==> src/rtl/usb_ctrl_pkg.sv <==
`default_nettype none
// ============================================================================
// Module      : usb_ctrl_pkg
// Description : Shared types and default constants for the USB controller
//               transmit path. This file defines the transmit scheduler state
//               encoding, the default turnaround and timeout values, and the
//               per-requester transmit buffer size.
// Revision    : 1.0 - initial release
// ============================================================================
package usb_ctrl_pkg;

    // Each requester owns one transmit buffer of this size.
    localparam int USB_BUF_BYTES     = 512;

    // Default scheduler tuning values.
    localparam int TX_TURNAROUND_DEF = 2;
    localparam int TX_TIMEOUT_DEF    = 8192;

    // Transmit scheduler states. The encoding is explicit and 3 bits wide.
    typedef enum logic [2:0] {
        TX_IDLE     = 3'd0,
        TX_WAIT_BUS = 3'd1,
        TX_START    = 3'd2,
        TX_XFER     = 3'd3,
        TX_DONE     = 3'd4,
        TX_ABORT    = 3'd5
    } tx_sched_state_t;

endpackage : usb_ctrl_pkg
`default_nettype wire

==> src/rtl/usb_rr_arbiter.sv <==
`default_nettype none
// ============================================================================
// Module      : usb_rr_arbiter
// Description : Purely combinational round-robin pick. The winner is the
//               first set request bit after last_ptr, wrapping around. The
//               caller holds all pointer state.
// Ports       : req      - request vector
//               last_ptr - index of the most recently served requester
//               any_req  - at least one request bit is set
//               grant    - one-hot winner (all zero when no request)
//               idx      - binary index of the winner
// Revision    : 1.0 - initial release
// ============================================================================
module usb_rr_arbiter #(
    parameter int NUM_REQ = 2
) (
    input  logic [NUM_REQ-1:0]         req,
    input  logic [$clog2(NUM_REQ)-1:0] last_ptr,
    output logic                       any_req,
    output logic [NUM_REQ-1:0]         grant,
    output logic [$clog2(NUM_REQ)-1:0] idx
);

    localparam int c_IDX_W = $clog2(NUM_REQ);

    int w_dist;
    int w_best;
    int w_lp;

    assign any_req = |req;

    // Each requester gets a distance from last_ptr in 1..NUM_REQ; the
    // requester at last_ptr itself sits at NUM_REQ, i.e. lowest priority.
    // The smallest distance among the set bits wins.
    always_comb begin
        w_lp   = int'(last_ptr);
        w_best = NUM_REQ + 1;
        w_dist = 0;
        idx    = '0;
        for (int i = 0; i < NUM_REQ; i++) begin
            w_dist = (i > w_lp) ? (i - w_lp) : (i + NUM_REQ - w_lp);
            if (req[i] && (w_dist < w_best)) begin
                w_best = w_dist;
                idx    = c_IDX_W'(i);
            end
        end
    end

    assign grant = any_req ? (NUM_REQ'(1) << idx) : '0;

endmodule : usb_rr_arbiter
`default_nettype wire

==> src/rtl/usb_tx_scheduler.sv <==
`default_nettype none
// ============================================================================
// Module      : usb_tx_scheduler
// Description : Round-robin transmit scheduler in front of the ULPI transmit
//               path. It grants one requester, waits for the PHY to release
//               the bus for TURNAROUND cycles, and then issues a one-cycle
//               shift_out start pulse. It then waits for stp (done) and
//               aborts on PHY takeover (dir) or on timeout (err).
// Ports       : clk       - system clock
//               n_rst     - asynchronous active-low reset
//               req       - level request per requester
//               grant     - one-hot grant, held until done/err
//               done      - one-cycle completion pulse per requester
//               err       - one-cycle abort pulse per requester
//               dir       - PHY owns the bus (already synchronous to clk)
//               stp       - end of transmit from usb_state_machine
//               shift_out - one-cycle transmit start pulse
//               buf_sel   - transmit buffer mux select
//               busy      - scheduler is not idle
// Revision    : 1.0 - initial release
// ============================================================================
module usb_tx_scheduler
    import usb_ctrl_pkg::*;
#(
    parameter int NUM_REQ        = 2,
    parameter int TURNAROUND     = TX_TURNAROUND_DEF,
    parameter int TIMEOUT_CYCLES = TX_TIMEOUT_DEF
) (
    input  logic                       clk,
    input  logic                       n_rst,
    input  logic [NUM_REQ-1:0]         req,
    output logic [NUM_REQ-1:0]         grant,
    output logic [NUM_REQ-1:0]         done,
    output logic [NUM_REQ-1:0]         err,
    input  logic                       dir,
    input  logic                       stp,
    output logic                       shift_out,
    output logic [$clog2(NUM_REQ)-1:0] buf_sel,
    output logic                       busy
);

    localparam int c_IDX_W = $clog2(NUM_REQ);
    localparam int c_TA_W  = $clog2(TURNAROUND + 1);
    localparam int c_TO_W  = $clog2(TIMEOUT_CYCLES);

    localparam logic [c_TA_W-1:0]  c_TA_DONE = c_TA_W'(TURNAROUND);
    localparam logic [c_TO_W-1:0]  c_TO_LAST = c_TO_W'(TIMEOUT_CYCLES - 1);
    localparam logic [c_IDX_W-1:0] c_PTR_RST = c_IDX_W'(NUM_REQ - 1);

    tx_sched_state_t     r_state;
    logic [c_IDX_W-1:0]  r_last_ptr;
    logic [NUM_REQ-1:0]  r_grant;
    logic [NUM_REQ-1:0]  r_done;
    logic [NUM_REQ-1:0]  r_err;
    logic [c_IDX_W-1:0]  r_buf_sel;
    logic                r_shift_out;
    logic                r_busy;
    logic [c_TA_W-1:0]   r_ta_cnt;
    logic [c_TO_W-1:0]   r_to_cnt;
    logic                r_abort_adv;

    logic                w_any_req;
    logic [NUM_REQ-1:0]  w_arb_grant;
    logic [c_IDX_W-1:0]  w_arb_idx;
    logic                w_req_held;

    usb_rr_arbiter #(
        .NUM_REQ (NUM_REQ)
    ) u_arb (
        .req      (req),
        .last_ptr (r_last_ptr),
        .any_req  (w_any_req),
        .grant    (w_arb_grant),
        .idx      (w_arb_idx)
    );

    // The granted requester is still asking for the bus.
    assign w_req_held = |(req & r_grant);

    always_ff @(posedge clk or negedge n_rst) begin
        if (!n_rst) begin
            r_state     <= TX_IDLE;
            r_last_ptr  <= c_PTR_RST;
            r_grant     <= '0;
            r_done      <= '0;
            r_err       <= '0;
            r_buf_sel   <= '0;
            r_shift_out <= 1'b0;
            r_busy      <= 1'b0;
            r_ta_cnt    <= '0;
            r_to_cnt    <= '0;
            r_abort_adv <= 1'b0;
        end else begin
            // Pulse outputs default low and are raised for a single cycle.
            r_done      <= '0;
            r_err       <= '0;
            r_shift_out <= 1'b0;

            case (r_state)
                TX_IDLE: begin
                    if (w_any_req) begin
                        r_grant   <= w_arb_grant;
                        r_buf_sel <= w_arb_idx;
                        r_ta_cnt  <= '0;
                        r_busy    <= 1'b1;
                        r_state   <= TX_WAIT_BUS;
                    end
                end

                TX_WAIT_BUS: begin
                    // A withdrawn request leaves quietly and keeps its place.
                    if (!w_req_held) begin
                        r_grant <= '0;
                        r_busy  <= 1'b0;
                        r_state <= TX_IDLE;
                    end else if (r_ta_cnt == c_TA_DONE) begin
                        // shift_out is registered on entry so it is high
                        // for exactly the START cycle.
                        r_shift_out <= 1'b1;
                        r_state     <= TX_START;
                    end else if (dir) begin
                        r_ta_cnt <= '0;
                    end else begin
                        r_ta_cnt <= r_ta_cnt + 1'b1;
                    end
                end

                TX_START: begin
                    r_to_cnt <= '0;
                    r_state  <= TX_XFER;
                end

                TX_XFER: begin
                    if (stp) begin
                        r_state <= TX_DONE;
                    end else if (dir) begin
                        // PHY takeover: the victim keeps its priority.
                        r_abort_adv <= 1'b0;
                        r_state     <= TX_ABORT;
                    end else if (r_to_cnt == c_TO_LAST) begin
                        r_abort_adv <= 1'b1;
                        r_state     <= TX_ABORT;
                    end else begin
                        r_to_cnt <= r_to_cnt + 1'b1;
                    end
                end

                TX_DONE: begin
                    r_done     <= r_grant;
                    r_last_ptr <= r_buf_sel;
                    r_grant    <= '0;
                    r_busy     <= 1'b0;
                    r_state    <= TX_IDLE;
                end

                TX_ABORT: begin
                    r_err <= r_grant;
                    if (r_abort_adv) begin
                        r_last_ptr <= r_buf_sel;
                    end
                    r_grant <= '0;
                    r_busy  <= 1'b0;
                    r_state <= TX_IDLE;
                end

                default: begin
                    r_grant <= '0;
                    r_busy  <= 1'b0;
                    r_state <= TX_IDLE;
                end
            endcase
        end
    end

    assign grant     = r_grant;
    assign done      = r_done;
    assign err       = r_err;
    assign shift_out = r_shift_out;
    assign buf_sel   = r_buf_sel;
    assign busy      = r_busy;

endmodule : usb_tx_scheduler
`default_nettype wire

==> config.mk <==
export PLATFORM = sky130hd
export DESIGN_NAME = usb_tx_scheduler
export DESIGN_NICKNAME = d
export VERILOG_FILES = /design/src/rtl/usb_ctrl_pkg.sv /design/src/rtl/usb_rr_arbiter.sv /design/src/rtl/usb_tx_scheduler.sv
export SDC_FILE = /design/constraint.sdc
export NUM_CORES = 1
export LEC_CHECK = 0
export BUFFER_PORTS_ARGS = -buffer_cell sky130_fd_sc_hd__buf_4
export CORE_MARGIN = 4
export CORE_UTILIZATION = 41
export CTS_CLUSTER_DIAMETER = 40
export DETAILED_ROUTE_END_ITERATION = 16
export PLACE_DENSITY = 0.65
export SETUP_SLACK_MARGIN = 0.02
export SLEW_MARGIN = 0
export SYNTH_ARGS = -nofsm -noshare
export SYNTH_HDL_FRONTEND = slang
export SYNTH_HIERARCHICAL = 1
export SYNTH_SLANG_ARGS = --single-unit
export TNS_END_PERCENT = 100
==> constraint.sdc <==
create_clock -name clk -period 1.9 [get_ports clk]
set_input_delay 0.285 -clock clk [delete_from_list [all_inputs] [get_ports clk]]
set_output_delay 0.285 -clock clk [all_outputs]
set_load 0.03 [all_outputs]
==> results of run 1 <==
## worst min path at each step
stage	to	slack, ns	start	depth (start not counted)
floorplan	buf_sel	-0.01	n_rst	0
CTS	r_abort_adv	0.21	dir	2
finish	r_abort_adv	0.22	dir	2
global placement	buf_sel	0.23	n_rst	1
global route	r_abort_adv	0.23	dir	2
detailed placement	buf_sel	0.23	n_rst	1
## through the flow
stage / instances / power [mW]
global route: 237 / 2.38
detailed placement: 228 / 1.73
floorplan: 160 / 1.44
CTS: 237 / 2.23
global placement: 228 / 1.70
finish: 237 / 2.20
## cells by family (layout without fill, tap and decap cells)
kind of cell	after synthesis	count (layout)
AO/OA/AOI/OAI	42	42
adder cells (fa/ha/maj)	2	2
buffers and inverters	15	44
flip-flops	29	29
multiplexers	6	6
AND/OR/NAND/NOR	66	66
## final cells by class
type / count / area [sq um] / share of cell area (%)
tap: 48 / 60.1 / 3.15
clock inverter: 2 / 10.0 / 0.525
clock buffer: 6 / 72.6 / 3.80
sequential: 29 / 727 / 38.1
multi-input combinational: 116 / 803 / 42.1
inverter: 10 / 37.5 / 1.97
timing repair buffer: 26 / 198 / 10.4
## registers in the layout, indices dropped and copies added (netlist names)
signal,flops
busy,1
r_to_cnt,13
err,2
buf_sel,1
grant,2
r_state,3
r_abort_adv,1
r_ta_cnt,2
r_last_ptr,1
done,2
shift_out,1
## layer usage
| metal | GRT usage (%) | share of wire [%] |
|---|---|---|
| met1 | 21.2 | 47 |
| met3 | 4.46 | 5.3 |
| met2 | 22.1 | 46 |
| met5 | 0 | 0 |
| met4 | 5.11 | 1.6 |
## timing repair
item / CTS / global route
resized for setup: 0 / 1
endpoints found under the hold margin: 28 / 0
setup endpoints to repair: 0 / 4
hold buffers: 1 / 0
## power breakdown
part	switching (mW)	leakage, nW	internal [mW]
registers	0.124	0.377	0.753
logic	0.468	0.427	0.375
clock network	0.230	0.0450	0.253
total	0.822	0.849	1.38
## critical path, cell delays in order, from the launching register on
cell	delay [ns]
dfrtp_1	0.42
ha_4	0.19
nand2_4	0.05
or4_4	0.58
and3_4	0.19
a221o_1	0.28
## cells in the final DEF (no fill, tap or decap), types with 6 or more instances in the layout
cell,netlist,routed
buf_4,1,25
a21oi_1,8,8
nor3_1,6,6
nor2_1,12,12
inv_1,9,9
nand2_1,9,9
dfrtp_1,28,28
nand3_1,9,9
==> impl_metrics.tcl, run 1 <==
set metrics [dict create \
    status "finished, final reports clean" \
    cts_tree "yes" \
    synth.distinct_cells 53 \
    arrival_ns 1.99 \
    fin_setup_tns_ns 0 \
    ys_ff_latch 29 \
    final.fill_count 354 \
    io-pin-count 15 \
    drtPass1Iterations 4 \
    post_cts_buffers 0 \
    antenna_found_initial 0 \
    wirelength_um 3360 \
    start_util_pct 43.0 \
    dieWidth_um 70.2 \
    maxSlewViolCount 0 \
    place_ws_ns 0.0913 \
    worstReg2RegStart "r_to_cnt[0]" \
    reg2regPathDepth 5 \
    synth_edf_count 0 \
    setup_viol 0 \
    routedWlPerCell_um 14.2 \
    synth_warnings 6 \
    grt_pass1_vias 1258 \
    synth_xor_area_share_pct 0 \
    skew_ns 0.00474 \
    cts_inserted_buffers 5 \
    synth_adder_area_share_pct 1.58 \
    max_cap_viol_count 0 \
    root_buffer "clkbuf_8" \
    hp-class "in2reg" \
    required_ns 2.07 \
    dpl.hpwl_um 2520 \
    yosysMostFrequentCell "dfrtp_1" \
    vias_per_cell 5.62 \
    synth_compound_area_share_pct 18.5 \
    rrSetupSlack_ns 0.08 \
    cp-start-kind "flip-flop" \
    placementRows 22 \
    dpl_cell_area_sq_um 1820 \
    p_per_area_nw_per_um2 1150 \
    hold_viol_final 0 \
    die-area_sq_um 4930 \
    nNetsFinal 196 \
    async_flop_share_pct 100 \
    crit_path_end_kind "flip-flop" \
    synth_top_family_by_area "simple AND/OR/NAND/NOR gates" \
    rsz0062_at_grt "no" \
    drtIter0Drc 93 \
    grt_pass1_wl_um 5980 \
    clock_sinks 29 \
    grt_usage_pct 15.1 \
    muxShareOfSynthArea_pct 4.18 \
    leakagePower_nw 0.849 \
    syn2layout_area_growth_pct 20.3 \
    syn_nets 168 \
    clk_path_buf_depth 2 \
    synthTopCellsByArea "dfrtp_1 44%, mux2_2 3.5%, nand3_1 2.8%" \
    cts.reportedPaths.clkPinSlew_ns 0.06 \
    overflow 0 \
    critPathKind "reg2reg" \
    ys.flop_type "dfrtp_1" \
    die_h_um 70.2 \
    ant_nets 0 \
    insertion_delay_ns 0.28 \
    worstReg2RegEnd "r_to_cnt[6]" \
    drive_gt1_share_pct 24.9 \
    synth_top_area_share_pct 44.2 \
    htreeDepth 2 \
    hold_slack_ns 0.218 \
    worstMarginPinSlew_ns 0.382 \
    grt_max_degree 30 \
    port_buffers 14 \
    slew_headroom_pct 74.4 \
    dr_total_vias 1332 \
    yosys.area_share.simple_pct 25.6 \
    ir_drop_mv 0.621 \
    final_util_pct 51.7 \
    cp-endpoint "r_to_cnt[6]" \
    ys_seq_area_share_pct 45.8 \
    syn-instance-count 160 \
    syn_area_per_cell_sq_um 9.92 \
    worst_slack_ns 0.0763 \
    final_area_sq_um 1910 \
    antenna_cells 0 \
    max_freq_mhz 548 \
    critPathLaunch "r_to_cnt[0]" \
    gp_congestion 0.934 \
    synthTopCellsByCount "28 x dfrtp_1, 12 x nor2_1, 9 x inv_1, 9 x nand2_1, 9 x nand3_1" \
    fin_crit_sh_pct 96.0 \
    critical_path.max_fanout 6 \
    min_period_ns 1.82 \
    core_sq_um 3690 \
    netlist_area_sq_um 1590 \
    yosys.area.top_type "dfrtp_1" \
    route.detailed.drc 0 \
]
No activity file was read; power rests on OpenSTA's default activity.
==> inputs of run 2 (changes only) <==
REMOVE_ABC_BUFFERS = 1   (was not set)
==> run 2 against run 1 <==
Register-to-register slack better by 0.02 ns. Highest routed layer unchanged. Critical endpoint unchanged. Sequential share of layout area fell by 0.39 points. Final cell count stayed put.
==> impl_metrics.tcl, run 2 (same netlist as run 1, synthesis figures left out) <==
set metrics [dict create \
    status "finished, final reports clean" \
    grt_pass1_vias 1343 \
    critPathKind "reg2reg" \
    worst_slack_ns 0.0980 \
    route.detailed.drc 0 \
    drtIter0Drc 112 \
    max_freq_mhz 555 \
    cpPeakStageDelay_ns 0.52 \
    core_sq_um 3690 \
    p_comb_share_pct 35.1 \
    hold_viol_final 0 \
    antenna_found_initial 0 \
    overflow 0 \
    drtPass1Iterations 4 \
    leakagePower_nw 0.863 \
    htreeDepth 2 \
    seqPwrFrac_pct 36.9 \
    top_usage_layer "met2" \
    grt_pass1_wl_um 6100 \
    ant_nets 0 \
    dieWidth_um 70.2 \
    syn2layout_area_growth_pct 21.9 \
    grt_max_degree 30 \
    crit_chain "ha_2, nand2_4, or4_4, and3_4, a221o_1" \
    required_ns 2.06 \
    final_util_pct 52.4 \
    clock_sinks 29 \
    cts.reportedPaths.clkPinSlew_ns 0.06 \
    dpl.hpwl_um 2370 \
    rsz0062_at_grt "no" \
    hp-class "in2reg" \
    placementRows 22 \
    arrival_ns 1.97 \
    vias_per_cell 5.42 \
    clk_path_buf_depth 2 \
    p_per_area_nw_per_um2 1220 \
    nNetsFinal 196 \
    root_buffer "clkbuf_8" \
    power_frac_clock_pct 27.9 \
    final_cell_mix "26 x dfrtp_1, 25 x buf_4, 12 x nor2_1" \
    reg_top3 "r_to_cnt (13), r_state (3)" \
    max_cap_viol_count 0 \
    dpl.cell_count 224 \
    fin_crit_sh_pct 94.8 \
    min_period_ns 1.80 \
    dpl_cell_area_sq_um 1770 \
    worstMarginPinSlew_ns 0.429 \
    cp-start-kind "flip-flop" \
    crit_slowest_cell "or4_4" \
    regArea_sq_um 729 \
    gr-usage-met1_pct 19.1 \
    skew_ns 0.00494 \
    critical_path.max_fanout 6 \
    insertion_delay_ns 0.28 \
    fin_setup_tns_ns 0 \
    crit_path_end_kind "flip-flop" \
    dr_total_vias 1285 \
    final-instance-count-excl-fill 237 \
    internal_power_mw 1.55 \
    final_common_cell "dfrtp_1" \
    gp_congestion 0.907 \
    die-area_sq_um 4930 \
    start_util_pct 43.0 \
    final_area_sq_um 1930 \
    routedWlPerCell_um 14.1 \
    switching_share_pct 34.4 \
    switchingPower_mw 0.811 \
    multi_input_area_sq_um 793 \
    maxSlewViolCount 0 \
    io-pin-count 15 \
    antenna_cells 0 \
    largest_reg_flops 13 \
    wirelength_um 3340 \
    place_ws_ns 0.0497 \
    met2_usage_pct 25.1 \
    die_h_um 70.2 \
    grt_usage_pct 15.5 \
    setup_viol 0 \
    drive_gt1_share_pct 25.9 \
    cts_inserted_buffers 5 \
    top_register "r_to_cnt" \
    use_met3_pct 3.45 \
    slew_headroom_pct 71.1 \
    ir_drop_mv 0.563 \
    port_buffers 14 \
    cts_tree "yes" \
    final.fill_count 344 \
]
## run 2: cell count changes in the layout (fill, tap and decap cells not counted), sizes merged
cell and change:
clkbuf +1, clkinv -2, bufinv +1
## run 2: through the flow
step | power (mW) | hold slack, ns
after CTS | 2.37 | 0.197
after global routing | 2.52 | 0.219
after detailed placement | 1.69 | 0.233
after floorplan | 1.41 | -0.0106
after global placement | 1.66 | 0.229
final | 2.36 | 0.208
## run 2: power groups by stage
stage	sequential [mW]	combinational, mW	clock, mW
after floorplan	0.974	0.439	0
after global placement	0.870	0.795	0
after detailed placement	0.879	0.814	0
after CTS	0.868	0.820	0.677
after global routing	0.891	0.922	0.707
final	0.870	0.828	0.658
## run 2: metal layers
layer,up-vias,share of wire [%]
met3,8,4.0
li1,652,-
met2,22,49
met5,-,0
met4,0,2.3
met1,603,45
## run 2: what timing repair did
action                                  4_1_cts  5_1_grt
hold buffers                                  1        0
buffers inserted                              0        4
endpoints found under the setup margin        1        6
pin swaps                                     0        2
gates resized for setup                       1        2
hold endpoints to repair                     28        0
## run 2: cell type report
cell class,count,share of cell area (%)
Clock buffer,7,4.46
Clock inverter,1,1.55
Inverter,10,1.94
Multi-Input combinational cell,116,41.0
Sequential cell,29,37.7
Tap cell,48,3.10
Timing Repair Buffer,26,10.2
## run 2: final timing paths
path	startpoint	to	slack, ns	depth (start not counted)
worst max-delay path	r_to_cnt[0]	r_to_cnt[6]	0.1	5
worst min-delay path	dir	r_abort_adv	0.21	2
worst max register to register	r_to_cnt[0]	r_to_cnt[6]	0.1	5
worst min register to register	busy	busy	0.48	1
max in group asynchronous	n_rst	r_last_ptr	1.12	2
min in group asynchronous	n_rst	r_to_cnt[10]	0.47	2
## run 2: worst max-delay path, delay by kind of cell, from the launching register on
family          cells  cell delay (ns)
simple gates        3             0.78
flops               1             0.39
compound gates      1             0.28
fa+ha+maj           1             0.22
